$ cat src/rtl/uart_tx_arbiter.sv
// Round-robin, frame-atomic arbiter sharing one 8N1 UART transmitter between NUM_REQ producers.
// Define UART_ARB_TAG_EN to prefix every frame with a source tag byte (TAG_BASE + grantee).
module uart_tx_arbiter #(
  parameter int unsigned       NUM_REQ  = 4,
  parameter int unsigned       BYTE_W   = 8,
  parameter int unsigned       HOLDOFF  = 2,
  parameter int unsigned       TIMEOUT  = 1023,
  parameter logic [BYTE_W-1:0] TAG_BASE = BYTE_W'(8'h30)
) (
  input  logic                        sys_clk,
  input  logic                        rst_n,
  input  logic                        en,
  input  logic [NUM_REQ-1:0]          req_valid,
  input  logic [NUM_REQ*BYTE_W-1:0]   req_data,
  input  logic [NUM_REQ-1:0]          req_last,
  output logic [NUM_REQ-1:0]          req_ready,
  output logic                        tx_load,
  output logic [BYTE_W-1:0]           tx_data,
  input  logic                        tx_load_ok,
  output logic [$clog2(NUM_REQ)-1:0]  grant_idx,
  output logic                        busy
);

  localparam int unsigned IdxW  = $clog2(NUM_REQ);
  localparam int unsigned TmoW  = $clog2(TIMEOUT + 1);
  localparam int unsigned HoldW = $clog2(HOLDOFF + 1);

  typedef enum logic [1:0] {StIdle, StSend, StHold, StTag} state_e;

  state_e           state_q;
  logic [IdxW-1:0]  rr_ptr_q;
  logic [TmoW-1:0]  tmo_q;
  logic [HoldW-1:0] hold_q;
  logic             last_q;
  logic             tag_q;

  logic [IdxW-1:0]   winner;
  logic [IdxW-1:0]   next_ptr;
  logic [BYTE_W-1:0] grant_byte;
  logic              handshake;

  // First asserted valid at or after rr_ptr, wrapping upward.
  always_comb begin
    int unsigned idx;
    logic        found;
    idx    = 0;
    found  = 1'b0;
    winner = '0;
    for (int unsigned k = 0; k < NUM_REQ; k++) begin
      idx = 32'(rr_ptr_q) + k;
      if (idx >= NUM_REQ) idx = idx - NUM_REQ;
      if (!found && req_valid[IdxW'(idx)]) begin
        found  = 1'b1;
        winner = IdxW'(idx);
      end
    end
  end

  always_comb begin
    grant_byte = '0;
    for (int unsigned i = 0; i < NUM_REQ; i++) begin
      if (IdxW'(i) == grant_idx) grant_byte = req_data[i*BYTE_W +: BYTE_W];
    end
  end

  assign next_ptr  = (grant_idx == IdxW'(NUM_REQ - 1)) ? '0 : grant_idx + IdxW'(1);
  assign handshake = (state_q == StSend) && tx_load_ok && req_valid[grant_idx];
  assign busy      = (state_q != StIdle);

  always_comb begin
    req_ready = '0;
    if (state_q == StSend && tx_load_ok) req_ready[grant_idx] = req_valid[grant_idx];
  end

`ifndef UART_ARB_TAG_EN
  logic [BYTE_W-1:0] unused_tag_base;
  assign unused_tag_base = TAG_BASE;
`endif

  always_ff @(posedge sys_clk or negedge rst_n) begin
    if (!rst_n) begin
      state_q   <= StIdle;
      rr_ptr_q  <= '0;
      tmo_q     <= '0;
      hold_q    <= '0;
      last_q    <= 1'b0;
      tag_q     <= 1'b0;
      tx_load   <= 1'b0;
      tx_data   <= '0;
      grant_idx <= '0;
    end else begin
      tx_load <= 1'b0;
      unique case (state_q)
        StIdle: begin
          tmo_q <= '0;
          if (en && |req_valid) begin
            grant_idx <= winner;
`ifdef UART_ARB_TAG_EN
            state_q   <= StTag;
`else
            state_q   <= StSend;
`endif
          end
        end
`ifdef UART_ARB_TAG_EN
        StTag: begin
          if (tx_load_ok) begin
            tx_data <= TAG_BASE + BYTE_W'(grant_idx);
            tx_load <= 1'b1;
            tag_q   <= 1'b1;
            hold_q  <= '0;
            state_q <= StHold;
          end
        end
`endif
        StSend: begin
          if (handshake) begin
            tx_data <= grant_byte;
            tx_load <= 1'b1;
            last_q  <= req_last[grant_idx];
            tmo_q   <= '0;
            hold_q  <= '0;
            state_q <= StHold;
          end else if (tmo_q == TmoW'(TIMEOUT - 1)) begin
            // Abandon the frame; nothing was accepted this cycle so no byte is lost.
            tmo_q    <= '0;
            rr_ptr_q <= next_ptr;
            state_q  <= StIdle;
          end else begin
            tmo_q <= tmo_q + TmoW'(1);
          end
        end
        StHold: begin
          if (hold_q == HoldW'(HOLDOFF - 1)) begin
            if (tag_q) begin
              tag_q   <= 1'b0;
              state_q <= StSend;
            end else if (last_q) begin
              rr_ptr_q <= next_ptr;
              state_q  <= StIdle;
            end else begin
              state_q <= StSend;
            end
          end else begin
            hold_q <= hold_q + HoldW'(1);
          end
        end
        default: state_q <= StIdle;
      endcase
    end
  end

endmodule

$ cat config.mk
export PLATFORM = sky130hd
export DESIGN_NAME = uart_tx_arbiter
export DESIGN_NICKNAME = d
export VERILOG_FILES = /design/src/rtl/uart_tx_arbiter.sv
export SDC_FILE = /design/constraint.sdc
export NUM_CORES = 1
export LEC_CHECK = 0
export CAP_MARGIN = 0
export CORE_MARGIN = 1.5
export CORE_UTILIZATION = 49
export DETAILED_ROUTE_END_ITERATION = 8
export HOLD_SLACK_MARGIN = 0.05
export MAX_ROUTING_LAYER = met4
export PLACE_DENSITY_LB_ADDON = 0.2
export SYNTH_ARGS = -nofsm -noshare
export SYNTH_HDL_FRONTEND = slang
export SYNTH_SLANG_ARGS = --single-unit
$ cat constraint.sdc
create_clock -name sys_clk -period 5.98 [get_ports sys_clk]
set_clock_uncertainty 0.1 [all_clocks]
set_input_delay 1.196 -clock sys_clk [delete_from_list [all_inputs] [get_ports sys_clk]]
set_output_delay 1.196 -clock sys_clk [all_outputs]
set_load 0.01 [all_outputs]
# Word-level counts from Yosys, hierarchy flattened
# Cells that the tools add are included.
[totals]
register_bits = 28
latch_bits = 0
ramBits = 0
mem_bits_ro = 0
input_bits = 44
output_inout_bits = 16
wordCells = 116
mem_count = 0
[classes]
n_addsub = 10
n_mul = 0
div_mod_pow = 0
magnitude_cmp = 10
n_eq_ne = 16
n_shift = 0
mux = 50
bitwise = 1
n_reduce_logical = 21
[op_table]
columns = ["operator", "count"]
rows = [
  ["$mux W2", 19],
  ["$mux W8", 4],
  ["$mux W10", 2],
  ["$pmux W10 S2", 1],
  ["$lt A2 B3 Y1 const B", 5],
  ["$mux W1", 13],
  ["$bmux W1 S2", 6],
  ["$ne A2 B2 Y1 const B", 6],
  ["$add A10 B1 Y10 const B", 1],
  ["$eq A10 B10 Y1 const B", 1],
  ["$ge A3 B3 Y1 const B", 3],
  ["$pmux W2 S2", 2],
  ["$sub A2 B1 Y2 const B", 4],
  ["$logic_and A1 B1 Y1", 7],
  ["$add A2 B2 Y3 const B", 2],
  ["$pmux W2 S3", 1],
  ["$reduce_and A3 Y1", 2],
  ["$reduce_bool A2 Y1", 3],
  ["$reduce_and A5 Y1", 1],
  ["$add A2 B1 Y2 const B", 2],
  ["$and A4 B4 Y4", 1],
  ["$eq A2 B1 Y1 const B", 2],
  ["$eq A2 B2 Y1 const A", 2],
  ["$eq A2 B2 Y1 const B", 2],
  ["12 further kinds", 16],
]

# Longest topological paths before layout
# Gate-level depths: netlist (run 1).
[depth]
ltp_word = 14
ltp_mapped = 9
depth_no_buf = 7

# Worst setup path after synthesis (run 1)
# No wires, ideal clock.
[synth_timing]
kind = "input -> output"
from = "input tx_load_ok"
to = "output req_ready[0]"
arrival_ps = 1961
t_required_ps = 4684
slack_ps = 2723
path_stages = 5
n_path_buf = 1
cell_sequence = "nand3_1 o22a_2 inv_2 buf_2 and2_1"
[synth_between]
elab_chain_len = 2
[synth_rtl]
columns = ["item", "line_no", "text"]
rows = [
  ["start: declaration", "19", "input logic tx_load_ok,"],
  ["$logic_and A1 B1 Y1", "72", "if (state_q == StSend && tx_load_ok) req_ready[grant_idx] = req_valid[grant_idx];"],
  ["$mux W4", "72", ""],
  ["end: declaration", "16", "output logic [NUM_REQ-1:0] req_ready,"],
]
# Every way passes these cells.

# Worst setup path in the final report (run 1)
[layout_timing]
from = "input req_valid[3]"
to = "output req_ready[3]"
[layout_between]
elab_chain_len = 4
[layout_rtl]
columns = ["item", "line_no", "text"]
rows = [
  ["start: declaration", "13", "input logic [NUM_REQ-1:0] req_valid,"],
  ["$bmux W1 S2", "72", ""],
  ["$mux W1 (implied by the code)", "72", ""],
  ["$and A4 B4 Y4 (no line)", "-", ""],
  ["$mux W4", "72", ""],
]
# Every way passes these cells. The select of a mux whose other input is x is not followed.

==> flow_summary.ini, run 1 <==
[outcome]
status = completed

[cells_and_area]
fin_util_pct = 71.6
fillers = 266
final_area_mm2 = 0.00247
instances_no_fill = 297
multi_input_comb_area_um2 = 997
antenna_cells = 0
area_growth_pct = 35.9
drive_gt1_share_pct = 5.98
finalNetCount = 308
register_area_um2 = 701

[drt]
drtAntennaViolNets = 0
drtPass1Iterations = 4
post-route-drc-count = 0
routed_wl_mm = 4.18
post_drt_wl_per_cell_um = 14.1
drt-vias-per-instance = 5.46
drtIter0Drc = 42
via_count = 1621

[logic_synthesis]
ys_async_sr_fraction_pct = 100
ys_seq_area_share_pct = 38.6
yosysTopAreaCell = dfrtp_1
ys.flop_type = dfrtp_1
syn_area_mm2 = 0.00181
synth_area_leaders = dfrtp_1 (39%), ha_1 (7.6%), nand2_1 (4.3%), a221oi_1 (3.9%), inv_1 (3.7%)
ys_ff_latch = 28
avgSynthCellArea_um2 = 9.21
synthesis.nets = 252
synthDistinctLibCells = 46
syn_inst = 197
synth-edff-count = 0
ys_warn_count = 0
synth_top_area_share_pct = 38.6
synth.most_common_cell = dfrtp_1
synthTopCellsByCount = dfrtp_1 (28), nand2_1 (21), inv_1 (18)

[cts]
postCtsSetupRepairBufs = 0
cts_tree = built
numCtsBuffers = 3
worstSkewPairLatency_ps = 280
clockBufferDepth = 2
htree_levels = 1
cts.sinks = 28
clk_root_buffer_cell = clkbuf_8
hold_buffers = 0
path_clk_slew_ps = 90
cts_resized = 0

[floorplan]
ios = 60
fp-row-count = 21
initial_utilization_pct = 52.7
dieWidth_um = 63.9
dieArea_mm2 = 0.00408
die_h_um = 63.9
core_area_mm2 = 0.00344

[global_routing]
grt_pass1_vias = 1513
track_usage_pct = 22.7
antenna_found_initial = 0
grt_max_degree = 29
grt_pass1_wl_mm = 7.15
overflow = 0

[power_and_ir_drop]
p_leak_nw = 1.03
peakVddDrop_mv = 0.240
p_total_uw = 973
powerDensity_mw_per_mm2 = 395

[setup_path]
crit_required_ps = 4680
endpoint_kind = output pin
cp.arrival_ps = 3200
cp_common_cell = clkdlybuf4s50_1
start_kind = input pin
critical_path_class = input pin to output pin
critPathMaxFanout = 24
critPathMaxStageDelay_ps = 570
crit_chain = clkdlybuf4s50_1, mux2i_1, o22a_2, inv_2, and2_1, clkdlybuf4s50_1
slowest_stage = clkdlybuf4s50_1

[timing]
fin_crit_ps = 4500
rsz0062_at_grt = false
hold_ws_ps = 399
postLayoutSetupSlackWorst_ps = 1480
slew_headroom_pct = 58.5
slew_viol_final = 0
setup_viol = 0
fmax_mhz = 222
finalCritPeriodShare_pct = 75.2
fin_tns_setup_ps = 0
worstMarginPinSlew_ps = 622
finalHoldViolCount = 0

[placed_design]
place_hpwl_mm = 3.16
dp.cells = 294
portBuffers = 59
finalWeightedCongestion = 0.838
placement.cell_area_mm2 = 0.00242
pre_cts_slack_ps = 1480

[flow_run]
max_cap_violations = 0

[hold_path]
hp-class = flop to flop
## report_power, final
| part | switching (mW) | internal (mW) |
|---|---|---|
| Combinational | 0.271 | 0.281 |
| Clock | 0.0571 | 0.0454 |
| Sequential | 0.0640 | 0.255 |
## worst paths after layout
path                              start           end  slack (ps)  depth (start not counted)
max in group asynchronous         rst_n      tmo_q[7]        4330                          2
min reg2reg                  tx_data[6]    tx_data[6]         400                          1
min in group asynchronous         rst_n  grant_idx[1]        1180                          2
max reg2reg                grant_idx[1]    tx_data[4]        3770                          6
min                          tx_data[6]    tx_data[6]         400                          1
max                        req_valid[3]  req_ready[3]        1480                          6
## kinds of logic after synthesis
group / after synthesis / synth area share [%]
and+or+nand+nor: 65 / 17.5
AOI/OAI and AO/OA: 50 / 21.0
buffers and inverters: 28 / 6.41
DFF: 28 / 38.6
adders and majority gates: 11 / 7.59
muxes: 9 / 6.00
xor gates and xnor gates: 6 / 2.90
## cells in the final DEF, fill, tap and decap left out, types with 3 or more instances in the layout
master / Yosys / layout
clkdlybuf4s50_1: 0 / 59
dfrtp_1: 28 / 28
nand2_1: 21 / 21
inv_1: 18 / 18
nor2_1: 17 / 17
ha_1: 11 / 11
a31oi_1: 8 / 8
a221oi_1: 8 / 8
o21ai_0: 7 / 7
a211o_1: 7 / 7
xnor2_1: 6 / 6
mux2_2: 5 / 5
nand3_1: 4 / 4
and2_1: 4 / 4
nor2b_1: 4 / 4
a21oi_1: 4 / 4
mux2i_1: 3 / 3
nand2b_1: 3 / 3
nor3_1: 3 / 3
clkbuf_8: 0 / 3
## registers in the layout, indices dropped and copies added (netlist names)
| signal | cells |
|---|---|
| state_q | 2 |
| tx_load | 1 |
| hold_q | 2 |
| last_q | 1 |
| tmo_q | 10 |
| tx_data | 8 |
| rr_ptr_q | 2 |
| grant_idx | 2 |
## area by class of cell
type	instances	share of cell area, %
sequential	28	28.4
tap	46	2.33
inverter	19	2.89
multi-input combinational	141	40.4
clock buffer	3	1.67
timing repair buffer	60	24.3
## critical path: cells and delay by family
kind	cells	cell delay, ps
buf+inv	3	1390
compound gates	1	300
simple gates	1	180
mux	1	130
## metal layers
metal	global-route usage [%]	share of wire, %	vias to the layer above
met5	-	0	-
met4	8.15	1.5	0
met3	3.87	6.1	6
met2	32.8	44	45
met1	32.3	49	757
li1	-	-	813
(Power assumes the default switching activity.)
==> run 2, diff against run 1 <==
CORE_UTILIZATION = 46   (was 49)
clock period = 4.4 ns   (was 5.98 ns; I/O delays follow)
==> run 2 against run 1 <==
Effect of this change:
- die area is 6.2% higher
- sequential share of layout area fell by 0.54 points
- routed wire length decreased by 1.1%
- critical path depth unchanged
- largest cell class unchanged
- combinational power up 37%
- non-clock buffer count up 2
==> flow_summary.ini, run 2 (synthesis results as in run 1) <==
[timing]
rsz0062_at_grt = false
finalCritPeriodShare_pct = 84.6
slew_viol_final = 0
postLayoutSetupSlackWorst_ps = 676
finalHoldViolCount = 0
fmax_mhz = 269
fin_tns_setup_ps = 0
setup_viol = 0
worstMarginPinSlew_ps = 594
fin_crit_ps = 3720
hold_ws_ps = 397
slew_headroom_pct = 60.4

[global_routing]
overflow = 0
grt_max_degree = 29
track_usage_pct = 21.5
antenna_found_initial = 0
grt_pass1_wl_mm = 7.20
grt_pass1_vias = 1601

[setup_path]
rrSetupSlack_ps = 2250
start_kind = input pin
critical_path_class = input pin to output pin
critPathMaxFanout = 12
crit_required_ps = 3420
endpoint_kind = output pin
cp.arrival_ps = 2740

[drt]
drtIter0Drc = 55
post_drt_wl_per_cell_um = 13.7
drtAntennaViolNets = 0
post-route-drc-count = 0
drtPass1Iterations = 4
routed_wl_mm = 4.14
drt-vias-per-instance = 5.44
via_count = 1643

[floorplan]
fp-row-count = 22
dieWidth_um = 65.8
die_h_um = 65.8
ios = 60
core_area_mm2 = 0.00372
dieArea_mm2 = 0.00433
initial_utilization_pct = 48.8

[cells_and_area]
finalNetCount = 310
top_regs = tmo_q (10), tx_data (8)
final_cell_mix = clkdlybuf4s50_1 (59), dfrtp_1 (28), nand2_1 (21), inv_1 (18), nor2_1 (17)
area_growth_pct = 38.6
fin_util_pct = 67.6
top_register = tmo_q
instances_no_fill = 302
layout_commonest_cell = clkdlybuf4s50_1
drive_gt1_share_pct = 7.09
largest_reg_flops = 10
antenna_cells = 0
final_area_mm2 = 0.00251

[cts]
postCtsSetupRepairBufs = 0
cts_tree = built
clk_root_buffer_cell = clkbuf_8
worstSkewPairLatency_ps = 270
cts.sinks = 28
path_clk_slew_ps = 90
numCtsBuffers = 3
hold_buffers = 0
cts_resized = 0
clockBufferDepth = 2
htree_levels = 1

[power_and_ir_drop]
p_clk_share_pct = 14.4
seq_power_share_pct = 31.3
peakVddDrop_mv = 0.356
p_sw_share_pct = 38.6
p_total_mw = 1.39
p_leak_nw = 1.06
switching_power_uw = 538
internal_power_uw = 856
combPwrFrac_pct = 54.3
powerDensity_mw_per_mm2 = 555

[placed_design]
place_hpwl_mm = 3.12
pre_cts_slack_ps = 677
portBuffers = 59
finalWeightedCongestion = 0.819
dp.cells = 298
placement.cell_area_mm2 = 0.00244

[flow_run]
max_cap_violations = 0

[hold_path]
hp-class = flop to flop

[outcome]
status = completed
==> run 2: path summary, 6_finish.rpt <==
check / from / endpoint / cells after the start
setup / recovery: req_valid[3] / req_ready[2] / 6
hold / removal: tx_data[6] / tx_data[6] / 1
setup reg to reg: grant_idx[1] / tx_data[5] / 6
hold reg to reg: tx_data[6] / tx_data[6] / 1
max in group asynchronous: rst_n / tx_data[0] / 2
min in group asynchronous: rst_n / tx_data[1] / 2
==> run 2: final cells by class <==
cell class | count | area (µm²)
tap | 48 | 60.1
sequential | 28 | 701
clock inverter | 1 | 30.0
multi-input combinational | 141 | 997
clock buffer | 3 | 41.3
timing repair buffer | 62 | 613
fill | 289 | 1200
inverter | 19 | 71.3
==> run 2: critical path, cell delays in order <==
cell,delay (ps)
clkdlybuf4s50_1,570
mux2i_1,130
o22a_2,300
inv_2,190
and2_1,150
clkdlybuf4s50_1,530
==> run 2: power groups by stage <==
| stage | Sequential, mW | Clock [mW] | Combinational [mW] |
|---|---|---|---|
| after floorplan | 0.440 | 0 | 0.485 |
| after global placement | 0.435 | 0 | 0.749 |
| after detailed placement | 0.439 | 0 | 0.757 |
| after CTS | 0.436 | 0.204 | 0.762 |
| after global routing | 0.452 | 0.214 | 0.847 |
| final | 0.436 | 0.201 | 0.757 |
==> run 2: routing by layer <==
layer  global-route usage [%]  routed length [µm]
met1                     26.3                1860
met2                     38.4                2130
met3                     1.87                  95
met4                     5.73                  56
met5                        -                   0
==> run 3, diff against run 2 <==
CORE_UTILIZATION = 41   (was 46)
clock period = 3 ns   (was 4.4 ns; I/O delays follow)
==> run 3 against run 2 <==
Effect of this change:
- cell count up 3.3%
- register-to-register slack worse by 1400 ps
- sequential cell count did not move
- sequential power is 47% higher
- routed wire length grew 0.75%
- critical endpoint is now req_ready[0]
==> flow_summary.ini, run 3 (synthesis results as in run 1) <==
[hold_path]
hp-class = flop to flop

[cts]
cts.sinks = 28
cts_tree = built
numCtsBuffers = 3
htree_levels = 1
clk_root_buffer_cell = clkbuf_8
path_clk_slew_ps = 90
hold_buffers = 0
worstSkewPairLatency_ps = 270
postCtsSetupRepairBufs = 0
clockBufferDepth = 2

[drt]
post-route-drc-count = 0
post_drt_wl_per_cell_um = 13.4
via_count = 1615
drtIter0Drc = 58
drtPass1Iterations = 4
drt-vias-per-instance = 5.18
routed_wl_mm = 4.17
drtAntennaViolNets = 0

[cells_and_area]
largest_reg_flops = 10
antenna_cells = 0
final_cell_mix = clkdlybuf4s50_1 (57), dfrtp_1 (28), nand2_1 (21), inv_1 (18), nor2_1 (17)
fin_util_pct = 59.7
multi_input_comb_area_mm2 = 0.00101
area_growth_pct = 41.4
register_area_um2 = 701
top_register = tmo_q
fillers = 379
final_area_mm2 = 0.00256
top_regs = tmo_q (10), tx_data (8)
finalNetCount = 316
layout_commonest_cell = clkdlybuf4s50_1
drive_gt1_share_pct = 9.62

[power_and_ir_drop]
powerDensity_mw_per_mm2 = 778
peakVddDrop_mv = 0.538
p_leak_nw = 1.12

[timing]
worstMarginPinSlew_ps = 478
slew_headroom_pct = 68.1
rsz0062_at_grt = false
postLayoutSetupSlackWorst_ps = 89.3
fin_crit_ps = 2910
fmax_mhz = 344
finalCritPeriodShare_pct = 97.0
finalHoldViolCount = 0
slew_viol_final = 0
fin_tns_setup_ps = 0
setup_viol = 0

[placed_design]
placement.cell_area_mm2 = 0.00249
portBuffers = 59
pre_cts_slack_ps = 50.7
place_hpwl_mm = 3.21
finalWeightedCongestion = 0.807

[floorplan]
initial_utilization_pct = 42.2
core_area_mm2 = 0.00429
fp-row-count = 24
ios = 60
dieArea_mm2 = 0.00483
die_h_um = 69.5
dieWidth_um = 69.5

[setup_path]
crit_required_ps = 2300
crit_start = req_valid[3]
r2r_cells = 5
cp_common_cell = clkdlybuf4s50_1
crit_chain = clkdlybuf4s50_1, mux2i_1, o22a_2, inv_2, and2_1, clkdlybuf4s50_1
critPathMaxFanout = 7
crit_end = req_ready[0]
rrSetupSlack_ps = 850
endpoint_kind = output pin
cp.arrival_ps = 2210
r2r_start = grant_idx[0]
start_kind = input pin
critPathMaxStageDelay_ps = 520
r2r_end = tx_data[4]
critical_path_class = input pin to output pin
slowest_stage = clkdlybuf4s50_1

[global_routing]
grt_pass1_wl_mm = 7.03
track_usage_pct = 18.2
grt_max_degree = 29
grt_pass1_vias = 1512
overflow = 0
antenna_found_initial = 0

[outcome]
status = completed

[flow_run]
max_cap_violations = 0
[run 3: stage by stage]
step                      power (mW)  cells  hold slack, ps
after floorplan                 1.36    197             204
after global placement          1.76    308             380
after detailed placement        1.77    308             384
after CTS                       2.01    312             406
after global routing            2.18    312             433
final                           2.00    312             397
[run 3: worst min-delay path by stage]
stage | start | to | slack [ps] | cells past startpoint
3_3_place_gp | tx_data[6] | tx_data[6] | 380 | 1
3_5_place_dp | tx_data[6] | tx_data[6] | 380 | 1
5_1_grt | tx_data[6] | tx_data[6] | 430 | 1
4_1_cts | tx_data[6] | tx_data[6] | 410 | 1
2_1_floorplan | rst_n | grant_idx[0] | 200 | 0
6_report | tx_data[6] | tx_data[6] | 400 | 1
[run 3: critical path, delay by kind of cell]
| family | cells | cell delay, ps |
|---|---|---|
| simple gates | 1 | 140 |
| buf+inv | 3 | 1100 |
| compound gates | 1 | 270 |
| mux | 1 | 90 |
[run 3: layout make-up]
| class | instances | area share [%] |
|---|---|---|
| Clock buffer | 4 | 2.15 |
| Inverter | 19 | 2.78 |
| Multi-Input combinational cell | 141 | 39.4 |
| Sequential cell | 28 | 27.3 |
| Tap cell | 52 | 2.54 |
| Timing Repair Buffer | 68 | 25.9 |
[run 3: where the power goes]
group	total (mW)	switching (mW)	internal [mW]
sequential	0.640	0.132	0.508
clock	0.226	0.109	0.117
combinational	1.13	0.540	0.590
[run 3: per-layer routing]
metal  vias to the layer above  part of all wire (%)  track usage (%)
li1                        831                     -                -
met1                       730                    50             25.2
met2                        48                    43             27.8
met3                         6                   5.7             3.05
met4                         0                   1.8             5.45
met5                         -                     0                -
[run 3: repair_timing]
item                                    4_1_cts  5_1_grt
hold endpoints to repair                      0        0
endpoints found under the setup margin        2        4
gates resized for setup                       1        3
